--- src/rtl/quad_gen.sv ---
// quad_gen: quadrature encoder emulator.
// Turns step commands (direction + detent count) into a two-phase Gray-coded
// a/b waveform. Each detent is four a/b transitions, one every CLKS_PER_EDGE
// clocks.
//
// Ports:
//   clk         in   system clock
//   reset       in   asynchronous, active-high reset
//   step_valid  in   command request
//   step_dir    in   1 = clockwise, 0 = counter-clockwise
//   step_count  in   number of detents (0 = complete immediately)
//   step_ready  out  command can be accepted (IDLE)
//   abort       in   stop the running command, outputs hold
//   a, b        out  quadrature outputs (direct flop outputs)
//   busy        out  command running
//   done        out  one-cycle pulse on normal completion
//
// state | meaning
// IDLE  | waiting for a command, phase held
// RUN   | emitting edges; one extra cycle after the final edge while done pulses
module quad_gen #(
  parameter int CLKS_PER_EDGE = 5000,
  parameter int CNT_W         = 8
) (
  input  logic             clk,
  input  logic             reset,
  input  logic             step_valid,
  input  logic             step_dir,
  input  logic [CNT_W-1:0] step_count,
  output logic             step_ready,
  input  logic             abort,
  output logic             a,
  output logic             b,
  output logic             busy,
  output logic             done
);

  localparam int DIV_W = $clog2(CLKS_PER_EDGE);
  localparam int EDG_W = CNT_W + 2;
  localparam logic [DIV_W-1:0] DIV_RELOAD = DIV_W'(CLKS_PER_EDGE - 1);
  localparam logic [DIV_W-1:0] DIV_ONE    = DIV_W'(1);
  localparam logic [EDG_W-1:0] EDG_ONE    = EDG_W'(1);

  typedef enum logic {IDLE, RUN} state_t;

  state_t             state, state_nxt;
  logic [1:0]         phase, phase_nxt;
  logic               dir_q, dir_nxt;
  logic [DIV_W-1:0]   div_q, div_nxt;
  logic [EDG_W-1:0]   edges_q, edges_nxt;
  logic               done_q, done_nxt;

  // One Gray step on {a,b}. CW: 00->10->11->01->00, CCW is the reverse.
  function automatic logic [1:0] gray_step(input logic [1:0] p, input logic cw);
    logic [1:0] n;
    if (cw) begin
      case (p)
        2'b00:   n = 2'b10;
        2'b10:   n = 2'b11;
        2'b11:   n = 2'b01;
        default: n = 2'b00;
      endcase
    end else begin
      case (p)
        2'b00:   n = 2'b01;
        2'b01:   n = 2'b11;
        2'b11:   n = 2'b10;
        default: n = 2'b00;
      endcase
    end
    return n;
  endfunction

  always_ff @(posedge clk or posedge reset) begin
    if (reset) begin
      state   <= IDLE;
      phase   <= 2'b00;
      dir_q   <= 1'b0;
      div_q   <= '0;
      edges_q <= '0;
      done_q  <= 1'b0;
    end else begin
      state   <= state_nxt;
      phase   <= phase_nxt;
      dir_q   <= dir_nxt;
      div_q   <= div_nxt;
      edges_q <= edges_nxt;
      done_q  <= done_nxt;
    end
  end

  always_comb begin
    state_nxt = state;
    phase_nxt = phase;
    dir_nxt   = dir_q;
    div_nxt   = div_q;
    edges_nxt = edges_q;
    done_nxt  = 1'b0;
    case (state)
      IDLE: begin
        if (step_valid) begin
          if (step_count != '0) begin
            dir_nxt   = step_dir;
            edges_nxt = {step_count, 2'b00};
            div_nxt   = DIV_RELOAD;
            state_nxt = RUN;
          end else begin
            done_nxt = 1'b1;
          end
        end
      end
      RUN: begin
        if (abort) begin
          // Abort beats a coincident edge; a/b freeze where they are.
          edges_nxt = '0;
          state_nxt = IDLE;
        end else if (edges_q == '0) begin
          // Final edge already out and done is pulsing; ready rises next.
          state_nxt = IDLE;
        end else if (div_q == '0) begin
          phase_nxt = gray_step(phase, dir_q);
          edges_nxt = edges_q - EDG_ONE;
          div_nxt   = DIV_RELOAD;
          done_nxt  = (edges_q == EDG_ONE);
        end else begin
          div_nxt = div_q - DIV_ONE;
        end
      end
      default: state_nxt = IDLE;
    endcase
  end

  assign a          = phase[1];
  assign b          = phase[0];
  assign done       = done_q;
  assign step_ready = (state == IDLE);
  assign busy       = (state == RUN);

endmodule

--- config.mk ---
export PLATFORM = sky130hd
export DESIGN_NAME = quad_gen
export DESIGN_NICKNAME = d
export VERILOG_FILES = /design/src/rtl/quad_gen.sv
export SDC_FILE = /design/constraint.sdc
export NUM_CORES = 1
export LEC_CHECK = 0
export CORE_MARGIN = 1.5
export CORE_UTILIZATION = 50
export DETAILED_ROUTE_END_ITERATION = 7
export GPL_ROUTABILITY_DRIVEN = 0
export GPL_TIMING_DRIVEN = 0
export PLACE_DENSITY = 0.77
export SLEW_MARGIN = 0
export SYNTH_ARGS = -nofsm -noshare
export SYNTH_HDL_FRONTEND = slang
export SYNTH_SLANG_ARGS = --single-unit
--- constraint.sdc ---
create_clock -name clk -period 3.7 [get_ports clk]
set_input_delay 0.37 -clock clk [delete_from_list [all_inputs] [get_ports clk]]
set_output_delay 0.37 -clock clk [all_outputs]
set_load 0.005 [all_outputs]
## Word level (Yosys, flattened, before mapping)

Index checks and enable logic that the tools add are counted.

| word-level totals | value |
|---|---|
| flip-flop bits (word level) | 28 |
| input port bits | 13 |
| word-level logic and storage cells | 55 |

| cells by class | value |
|---|---|
| $add $sub $neg | 2 |
| equal/unequal tests | 10 |
| mux-type cells | 26 |
| bitwise logic cells | 3 |
| reduce and logical (&&, ||, !) cells | 8 |

Operators by type and width:

| kind | number |
|---|---|
| 13-bit two-way mux | 5 |
| 10-bit two-way mux | 5 |
| 13-bit case mux with 2 select lines | 1 |
| 10-bit case mux with 2 select lines | 1 |
| 13-bit zero test | 1 |
| 13-bit by 1-bit subtractor with 13-bit output (second input constant) | 1 |
| 2-bit case mux with 3 select lines | 2 |
| 4-bit AND reduction | 3 |
| 10-bit by 1-bit == test with 1-bit output (second input constant) | 1 |
| 10-bit zero test | 1 |
| 10-bit by 1-bit subtractor with 10-bit output (second input constant) | 1 |
| 1-bit two-way mux | 9 |
| 8-bit nonzero test | 1 |
| 2-bit inequality test (second input constant) | 3 |
| 2-bit == test (second input constant) | 2 |
| 1-bit case mux with 2 select lines | 2 |
| 3-bit by 2-bit inequality test with 1-bit output (second input constant) | 1 |
| 3-bit inequality test (second input constant) | 1 |
| 1-bit NOT | 3 |
| 3-bit AND reduction | 1 |
| 2-bit by 1-bit == test with 1-bit output (second input constant) | 1 |
| 2-bit zero test | 1 |
| 2-bit two-way mux | 1 |
| 2-bit by 1-bit inequality test with 1-bit output (second input constant) | 1 |

## Logic depth before layout (Yosys ltp)

| depth | value |
|---|---|
| depth in word-level cells | 5 |
| depth in mapped cells | 8 |

## Worst setup path before layout

Ideal clock, no wire load.

| timing | value |
|---|---|
| path kind | flip-flop to flip-flop |
| start point | reg edges_q[0] |
| end point | reg edges_q[5] |
| arrival time | 1.610 ns |
| setup slack | 1.950 ns |
| stages on the path, launching flop included | 8 |
| cell sequence | dfrtp_1 inv_1 ha_1 nor3b_2 nand3_1 a21o_2 nand2_4 o211ai_1 |

| between the ends | value |
|---|---|
| cells in the longest elaborated chain, start to end | 5 |
| elaborated cells on any way between the ends | 8 |
| classes of those cells | add/sub: 1; eq/ne: 1; mux: 4; reduce/logical: 2 |

Ends and longest elaborated chain:

| item | RTL line | RTL |
|---|---|---|
| start, declared | 50 | `logic [EDG_W-1:0] edges_q, edges_nxt;` |
| start signal, assigned | 87 | `edges_q <= edges_nxt;` |
| 10-bit by 1-bit subtractor with 10-bit output | 122 | `edges_nxt = edges_q - EDG_ONE;` |
| 10-bit two-way mux | 120 | `end else if (div_q == '0) begin` |
| 10-bit two-way mux | 117 | `end else if (edges_q == '0) begin` |
| 10-bit two-way mux | 113 | `if (abort) begin` |
| 10-bit case mux with 2 select lines | 99 | `case (state)` |

Several ways; a longest one is shown, not always the timed one. The select of a mux whose other input is x is not followed.
A chain may end at the register's enable or synchronous reset.

## Worst setup path in the final report

| timing | value |
|---|---|
| start point | reg state, in the netlist busy |
| end point | out step_ready |

| between the ends | value |
|---|---|
| cells in the longest elaborated chain, start to end | 1 |

Ends and longest elaborated chain:

| item | RTL line | RTL |
|---|---|---|
| start, declared | 46 | `state_t state, state_nxt;` |
| start signal, assigned | 83 | `state <= state_nxt;` |
| 1-bit NOT (no line) | n/a |  |
| end, declared | 30 | `output logic step_ready,` |

No other way between the ends.

==> impl_results.md <==
* Status: completed
* Clock transition at path regs at roughly 150 ps
* Net switching power at 0.428 mW
* Slew headroom at approximately a third
* PortBufs at 17
* CTS sink cnt at 28
* Maximum vdd drop at between 0.2 and 0.25 mV
* Clock share of power at 18.9%
* Mapped Area at 1790 µm²
* CP Capture Type: primary output
* Tot Pwr at 1.06 mW
* Wirelength, routed at 4.30 mm
* Worst hold path class: register to register
* Vias/cell at 6.35
* First-pass GRT wire length at 7.59 mm
* Post-Syn Instances at between 150 and 200
* Final min period at 2450 ps
* Ys flop type: dfrtp_1
* Final worst path period share at 66.3%
* Sequential fraction of the synthesis area at 39.1%
* Post-Syn Area per Cell at 9.30 µm²
* Highest clock rate at between 400 and 500 MHz
* Setup bufs post-CTS at 0
* Drt first pass iters at 5
* Maxcap violations at 0
* CP Launch Type: register
* Area Growth Syn to Fin at 15.6%
* Via count at ~1700
* Clk buf depth at 2
* Final setup fails at 0
* Hpwl dp at 3.18 mm
* Fill cells at roughly 280
* Wire per inst at 16.5 µm
* Remaining antenna violation count at 0
* Final slew viol count at 0
* ANT cells at 0
* Maximum fanout along the worst path at 10
* Final Hold Viols at 0
* Vias in the first global route at 1646
* Post-synth cell types at 55
* Comb power frac at 38.0%
* Overall routing resource usage at 23.5%
* Total die area at 3960 µm²
* Largest net degree at the start of global routing at 29
* H-tree depth at 1
* Rows at 21
* Final net count at 232
* Leading cell type in the layout, fill and taps excluded: dfrtp_1
* Remaining global-route overflow at 0
* CTS tree: built
* Initial antenna violation count at 0
* Leakage at 0.830 nW
* Internal power at 0.637 mW
* Max Clock Skew at 7.21 ps
* PwrDens at 513 nW/µm²
* Critical Path RT at 3330 ps
* Synth warn at 0
* Root buf cell: clkbuf_4
* # DRC at 0
* Clk_lat worst skew at 330 ps
* Sw Share at 40.2%
* Initial Util at 52.9%
* Number of synthesized flops with an enable pin at 0
* Crit Path Class: register to primary output
* Sequential share of power at 43.1%
* Die Y at approximately 63 µm
* Share of post-route cells with drive strength above 1 at 15.9%
* Post-cts sizing count at 0
* Boundary Pins at 18
* Final core utilization at 61.2%
* Slew @ Worst Pin at 1020 ps
* Async SR Flop Fraction at 100%
* CP arrival at 2080 ps
* Most frequent cells in the layout: 28 x dfrtp_1, 17 x nor2_1, 17 x clkdlybuf4s50_1
* Setup TNS at 0 ps
* #FFs+latches synth at 28
* RSZ-0062 raised after global routing: no
* Num CTS Buffers at 3
* Syn nets at 210
* Initial drt markers at 152
* Die X at ~63 µm
* CTS Hold Bufs at 0
* Core region area at between 3000 and 4000 µm²
[synthesized netlist by cell type, types with 4 or more instances]
| cell type | count | area share, % |
|---|---|---|
| a21o_1 | 4 | 1.7 |
| inv_1 | 9 | 1.9 |
| nand2_1 | 16 | 3.3 |
| nor3_1 | 9 | 2.5 |
| o21ai_1 | 5 | 1.4 |
| nand3_1 | 8 | 2.2 |
| a21oi_1 | 11 | 3.1 |
| nor2_1 | 17 | 3.6 |
| o21ai_0 | 14 | 3.9 |
| ha_1 | 4 | 2.8 |
| dfrtp_1 | 28 | 39 |
| a31oi_1 | 5 | 1.7 |
[worst max-delay path, cell delays in order, from the launching register on]
cell and delay [ps]:
dfrtp_1 410, buf_2 210, inv_1 150, clkbuf_1 390, clkdlybuf4s50_1 590
[sequential cells by signal (all words and copies together), names as in the netlist]
register,cells
phase,2
div_q,13
dir_q,1
busy,1
edges_q,10
done,1
[power groups by stage]
stage | Sequential, mW | Combinational [mW] | Clock, mW
final | 0.458 | 0.405 | 0.201
after global routing | 0.467 | 0.445 | 0.219
after CTS | 0.455 | 0.399 | 0.205
after detailed placement | 0.462 | 0.395 | 0
after global placement | 0.453 | 0.381 | 0
after floorplan | 0.441 | 0.294 | 0
[logic make-up (layout without fill, tap and decap cells)]
logic type / Yosys count / count (layout) / synth area share, %
muxes: 2 / 2 / 1.19
buffers and inverters: 14 / 35 / 3.70
adders and majority gates: 4 / 4 / 2.79
AOI/OAI and AO/OA: 66 / 66 / 26.4
xor gates and xnor gates: 2 / 2 / 0.976
DFF: 28 / 28 / 39.1
and+or+nand+nor: 77 / 77 / 25.9
[final cells by class]
| cell class | count | area (µm²) | share of cell area, % |
|---|---|---|---|
| Timing Repair Buffer | 17 | 170 | 8.20 |
| Tap cell | 46 | 57.6 | 2.77 |
| Sequential cell | 28 | 701 | 33.8 |
| Clock buffer | 3 | 22.5 | 1.09 |
| Inverter | 9 | 33.8 | 1.63 |
| Multi-Input combinational cell | 151 | 1030 | 49.5 |
| Clock inverter | 1 | 30.0 | 1.45 |
| Buffer | 5 | 32.5 | 1.57 |
[final timing paths]
| check | from | to | depth (start not counted) | slack (ps) |
|---|---|---|---|---|
| worst min-delay path | div_q[12] | div_q[12] | 1 | 530 |
| max in group asynchronous | reset | div_q[3] | 2 | 2530 |
| worst max register to register | edges_q[0] | edges_q[5] | 7 | 1570 |
| worst max-delay path | busy | step_ready | 4 | 1250 |
| min in group asynchronous | reset | edges_q[2] | 2 | 560 |
| worst min register to register | div_q[12] | div_q[12] | 1 | 530 |
[layer usage]
metal	part of all wire [%]	global-route usage [%]	up-vias	wire (µm)
met5	0	0	-	0
met4	2.1	7.50	0	91
met3	5.4	2.88	11	234
met2	50	41.0	63	2140
met1	43	30.0	808	1830
li1	-	-	770	-
[through the flow]
stage	cell area, µm²	instances	hold slack [ps]	worst slack [ps]
2_1_floorplan	1790	193	435	1950
3_3_place_gp	2020	256	494	1400
3_5_place_dp	2020	256	503	1340
4_1_cts	2070	260	528	1280
5_1_grt	2070	260	541	1160
6_report	2070	260	529	1250
Note: power is estimated with default switching activity, not from simulation.
==> RTL change 1 (config.mk and constraints unchanged) <==
Make the reset (`reset`) synchronous in one clocked block. Comments in the files are not updated.
--- a/src/rtl/quad_gen.sv
+++ b/src/rtl/quad_gen.sv
@@ -73,3 +73,3 @@
 
-  always_ff @(posedge clk or posedge reset) begin
+  always_ff @(posedge clk) begin
     if (reset) begin
Function: differs if reset is asserted again (counterexample within 4 cycles, from zero or initial values and one cycle with reset high); with reset held inactive, the same outputs for 10 cycles.
==> RTL change 1 against the unedited design <==
Wire length down 10%. Sequential cell count unchanged. Global-route usage down 0.19 points. Largest cell class unchanged. Count of clock-buffer cells in the layout unchanged. Non-clock buffer count up 3. Final area down 8.3%. Setup slack better by 0.0028 ns. Synthesized area down 7.3%. Via count down 2.6%.
Power is not compared: it rests on default switching activity, and its combinational part moved more than twofold at a synthesized area within 25%.
==> RTL change 1: results (changes against the unedited design) <==
* Layout cells sized above 1 at 8.000% (-7.9 points)
* Outcome: complete, no violations
* End of the critical path: div_q[11]
* Worst r2r src: edges_q[0]
* Top cells by area, synth: dfxtp_1 34%, a21oi_1 5.7%, o21ai_0 5.7%, nor2_1 4.7%, ha_1 3.0%
* Syn nets at 223 (+6.2%)
* DRT Pass-1 Iters at 4 (-1)
* Via count at 1609 (-2.6%)
* Number of global-route vias before repair at 1476 (-10%)
* CP delay by family, top: compound AO/OA/AOI/OAI gates
* FFs w/ async S/R, synth at 0% (-100 points)
* Nets at 244 (+5.2%)
* Top cells by count, synth: 28 x dfxtp_1, 21 x nor2_1, 19 x a21oi_1, 19 x o21ai_0
* Final HPWL DP at 2.844 mm (-10%)
* Reg2Reg Depth at 8 (+1)
* Via/cell ratio at 5.981 (-5.9%)
* Total GRT Usage at 23.28% (-0.19 points)
* Max FO, Critical Path at 9 (-1)
* Wire per inst at 14.35 um (-13%)
* Critical path's largest stage delay at 0.45 ns (-0.14 ns)
* IO Port Bufs at 16 (-1)
* Final hold slack at 0.4243 ns (-0.1051 ns)
* Min cycle time layout at 2.450 ns (-0.002820 ns)
* First-pass GRT wire length at 6.520 mm (-14%)
* Largest net degree at the start of global routing at 15 (-48%)
* Worst hold path type: in -> reg
* R2r setup slk at 1.25 ns (-0.32 ns)
* Initial drt markers at 96 (-37%)
* Post-synthesis sequential area ratio at 33.68% (-5.4 points)
* Place WS at 1.006 ns (-0.3295 ns)
[RTL change 1: power groups by stage]
stage	Clock, uW	Combinational, uW	Sequential (uW)
floorplan	0	136	346
global placement	0	182	351
detailed placement	0	182	352
CTS	136	183	345
global route	148	206	348
finish	132	184	346
[RTL change 1: cells by family (layout without fill, tap and decap cells)]
logic type      Yosys count  count (layout)  share of synthesized area (%)
simple gates             77              77                          25.94
compound gates           71              71                          29.02
flops                    28              28                          33.68
buf+inv                  20              39                          5.113
xor+xnor                  5               5                          2.631
fa+ha+maj                 4               4                          3.008
mux                       1               1                         0.6015
[RTL change 1: routing by layer]
layer  up-vias  track usage [%]  share of wire, %
met1       758            28.24                47
met5         -                0                 0
li1        813                -                 -
met4         0            5.901               1.0
met2        32            42.55                49
met3         6            3.838               3.1
[RTL change 1: worst min-delay path by stage]
stage                     startpoint        end  cells after the start
after floorplan            div_q[12]  div_q[12]                      2
after detailed placement   div_q[12]  div_q[12]                      2
after CTS                      reset   div_q[1]                      2
final                          reset   div_q[1]                      2
after global routing           reset   div_q[1]                      2
after global placement     div_q[12]  div_q[12]                      2
[RTL change 1: area by class of cell]
class                      instances  share of cell area (%)
inverter                          11                   2.171
timing repair buffer              16                   8.421
multi-input combinational        158                   53.55
sequential                        28                   29.47
clock buffer                       3                   1.184
tap                               44                   2.895
buffer                             9                   2.303
[RTL change 1: per-stage QoR]
step / cell area [sq um] / utilization, %
after detailed placement: 1879 / 60.56
after global placement: 1879 / 60.56
after CTS: 1902 / 61.29
after floorplan: 1664 / -
final: 1902 / 61.29
after global routing: 1902 / 61.29
==> RTL change 2 (same settings) <==
Made on the original files. `CLKS_PER_EDGE`: 5000 -> 20000.
--- a/src/rtl/quad_gen.sv
+++ b/src/rtl/quad_gen.sv
@@ -21,3 +21,3 @@
 module quad_gen #(
-  parameter int CLKS_PER_EDGE = 5000,
+  parameter int CLKS_PER_EDGE = 20000,
   parameter int CNT_W         = 8
Formal check against the unedited RTL: no difference found for any inputs over 10 cycles, from zero or initial values and one cycle with reset high; that may be too few to reach the edited logic, so the function may still have changed.
==> RTL change 2 against the unedited design <==
Cell count rose by 1.2%. Clock skew increased by 0.0022 ns. Setup slack gained 0.17 ns. First-iteration DRC count down 48%. Power decreased by 13%. Critical path depth increased by 2. Largest power group unchanged. Sequential cell count increased by 2. Final area is 1.6% higher. Sequential power down 2%. Wire length is 2.4% lower. Synthesized area rose by 1.5%.
==> RTL change 2: results (changes against the unedited design) <==
* Outcome: complete, no violations
* Via/cell ratio at 5.985 (-5.8%)
* CTS buffer count at 5 (+2)
* Cell-internal power at 579.7 uW (-9.0%)
* Top cells by area, synth: dfrtp_1 41%, xor2_1 4.8%, nand2_1 4.1%, nor2_1 3.7%, o211ai_1 3.7%
* Syn nets at 209 (-0.48%)
* Worst hold path type: reg -> reg
* Max FO, Critical Path at 3 (-7)
* Initial antenna violation count at 0 (unchanged)
* First-pass GRT wire length at 7.472 mm (-1.6%)
* DRT Pass-1 Iters at 4 (-1)
* Synthesized instance count at 192 (-0.52%)
* Post-CTS setup buffers at 0 (unchanged)
* IO Port Bufs at 17 (unchanged)
* Multi-input gate area at 998.5 sq um (-2.8%)
* Clk_lat worst skew at 0.34 ns
* Worst slew margin at 26.15% (-6.0 points)
* Post-synthesis sequential area ratio at 41.24% (+2.2 points)
* Clock buffer depth at 2 (unchanged)
* Largest net degree at the start of global routing at 31 (+6.9%)
* Top Registers: div_q: 15 flops, edges_q: 10 flops, phase: 2 flops
* Place WS at 1.089 ns (-0.2468 ns)
* Final Hold Fails at 0 (unchanged)
* Wire per inst at 15.94 um (-3.5%)
* Synth warn at 0 (unchanged)
* Clock-pin slew on the worst setup and hold paths at 0.09 ns (-0.06 ns)
* Number of global-route vias before repair at 1569 (-4.7%)
* Largest register FFs at 15 (+2)
* Inserted Diodes at 0 (unchanged)
* Placed Cells at 255 (-0.39%)
* Leak pwr at 0.0008353 uW (+0.59%)
* Detailed-route wire length at 4.191 mm (-2.4%)
* Post_cts resized at 0 (unchanged)
* Final Skew at 0.009395 ns (+0.002185 ns)
* H-Tree Depth at 2 (+1)
* Dpl cell area at 2048 sq um (+1.3%)
* Total GRT Usage at 23.61% (+0.15 points)
* Top cells by count, synth: 30 x dfrtp_1, 20 x nand2_1, 18 x nor2_1
* Fillers at 296 (+6.5%)
* Nets at 233 (+0.43%)
* Layout cells sized above 1 at 11.98% (-3.9 points)
* Initial drt markers at 79 (-48%)
* CTS root buf: clkbuf_4
* FFs w/ async S/R, synth at 100.0% (unchanged)
* Worst EP arrival at 2.51 ns (+0.43 ns)
* Final HPWL DP at 2.963 mm (-6.7%)
* Congestion Overflow GR at 0 (unchanged)
* Peak VDD IR at 185.7 uV (-22%)
* Yosys cell types at 51 (-7.3%)
-- RTL change 2: final timing paths --
check	startpoint	endpoint	slack [ns]	cells past startpoint
max	step_count[2]	edges_q[8]	1.42	6
min	div_q[0]	div_q[0]	0.53	1
min in group asynchronous	reset	phase[0]	0.62	2
min reg2reg	div_q[0]	div_q[0]	0.53	1
max reg2reg	edges_q[0]	div_q[4]	1.42	8
max in group asynchronous	reset	edges_q[7]	2.40	2
-- RTL change 2: power by group through the flow --
stage	Sequential, uW	Clock [uW]	Combinational [uW]
floorplan	435	0	195
global placement	449	0	256
detailed placement	452	0	263
CTS	445	214	267
global route	457	230	298
finish	448	208	269
-- RTL change 2: cell families after synthesis --
group	after synthesis	share of synthesized area (%)
AOI/OAI and AO/OA	53	20.21
xor gates and xnor gates	13	6.254
adders and majority gates	4	2.749
buffers and inverters	16	3.917
DFF	30	41.24
muxes	3	1.787
and+or+nand+nor	73	23.85
-- RTL change 2: critical path, cell delays in order --
cell             delay [ns]
clkdlybuf4s50_1        0.43
or4_1                  0.59
o21ai_1                0.28
mux2_2                 0.37
a32o_1                 0.20
a211o_1                0.27
-- RTL change 2: final cells by class --
| type | count | share of cell area (%) |
|---|---|---|
| multi-input cells | 146 | 47.36 |
| flip-flops and latches | 30 | 35.61 |
| repair buffers | 17 | 8.071 |
| well taps | 46 | 2.730 |
| clock buffers | 7 | 2.611 |
| inverters | 10 | 1.780 |
| plain buffers | 6 | 1.602 |
| clock inverters | 1 | 0.2374 |
-- RTL change 2: per-layer routing --
| layer | part of all wire, % | track usage, % |
|---|---|---|
| met1 | 45 | 29.21 |
| met2 | 49 | 39.47 |
| met3 | 4.5 | 5.536 |
| met4 | 2.0 | 9.783 |
| met5 | 0 | 0 |
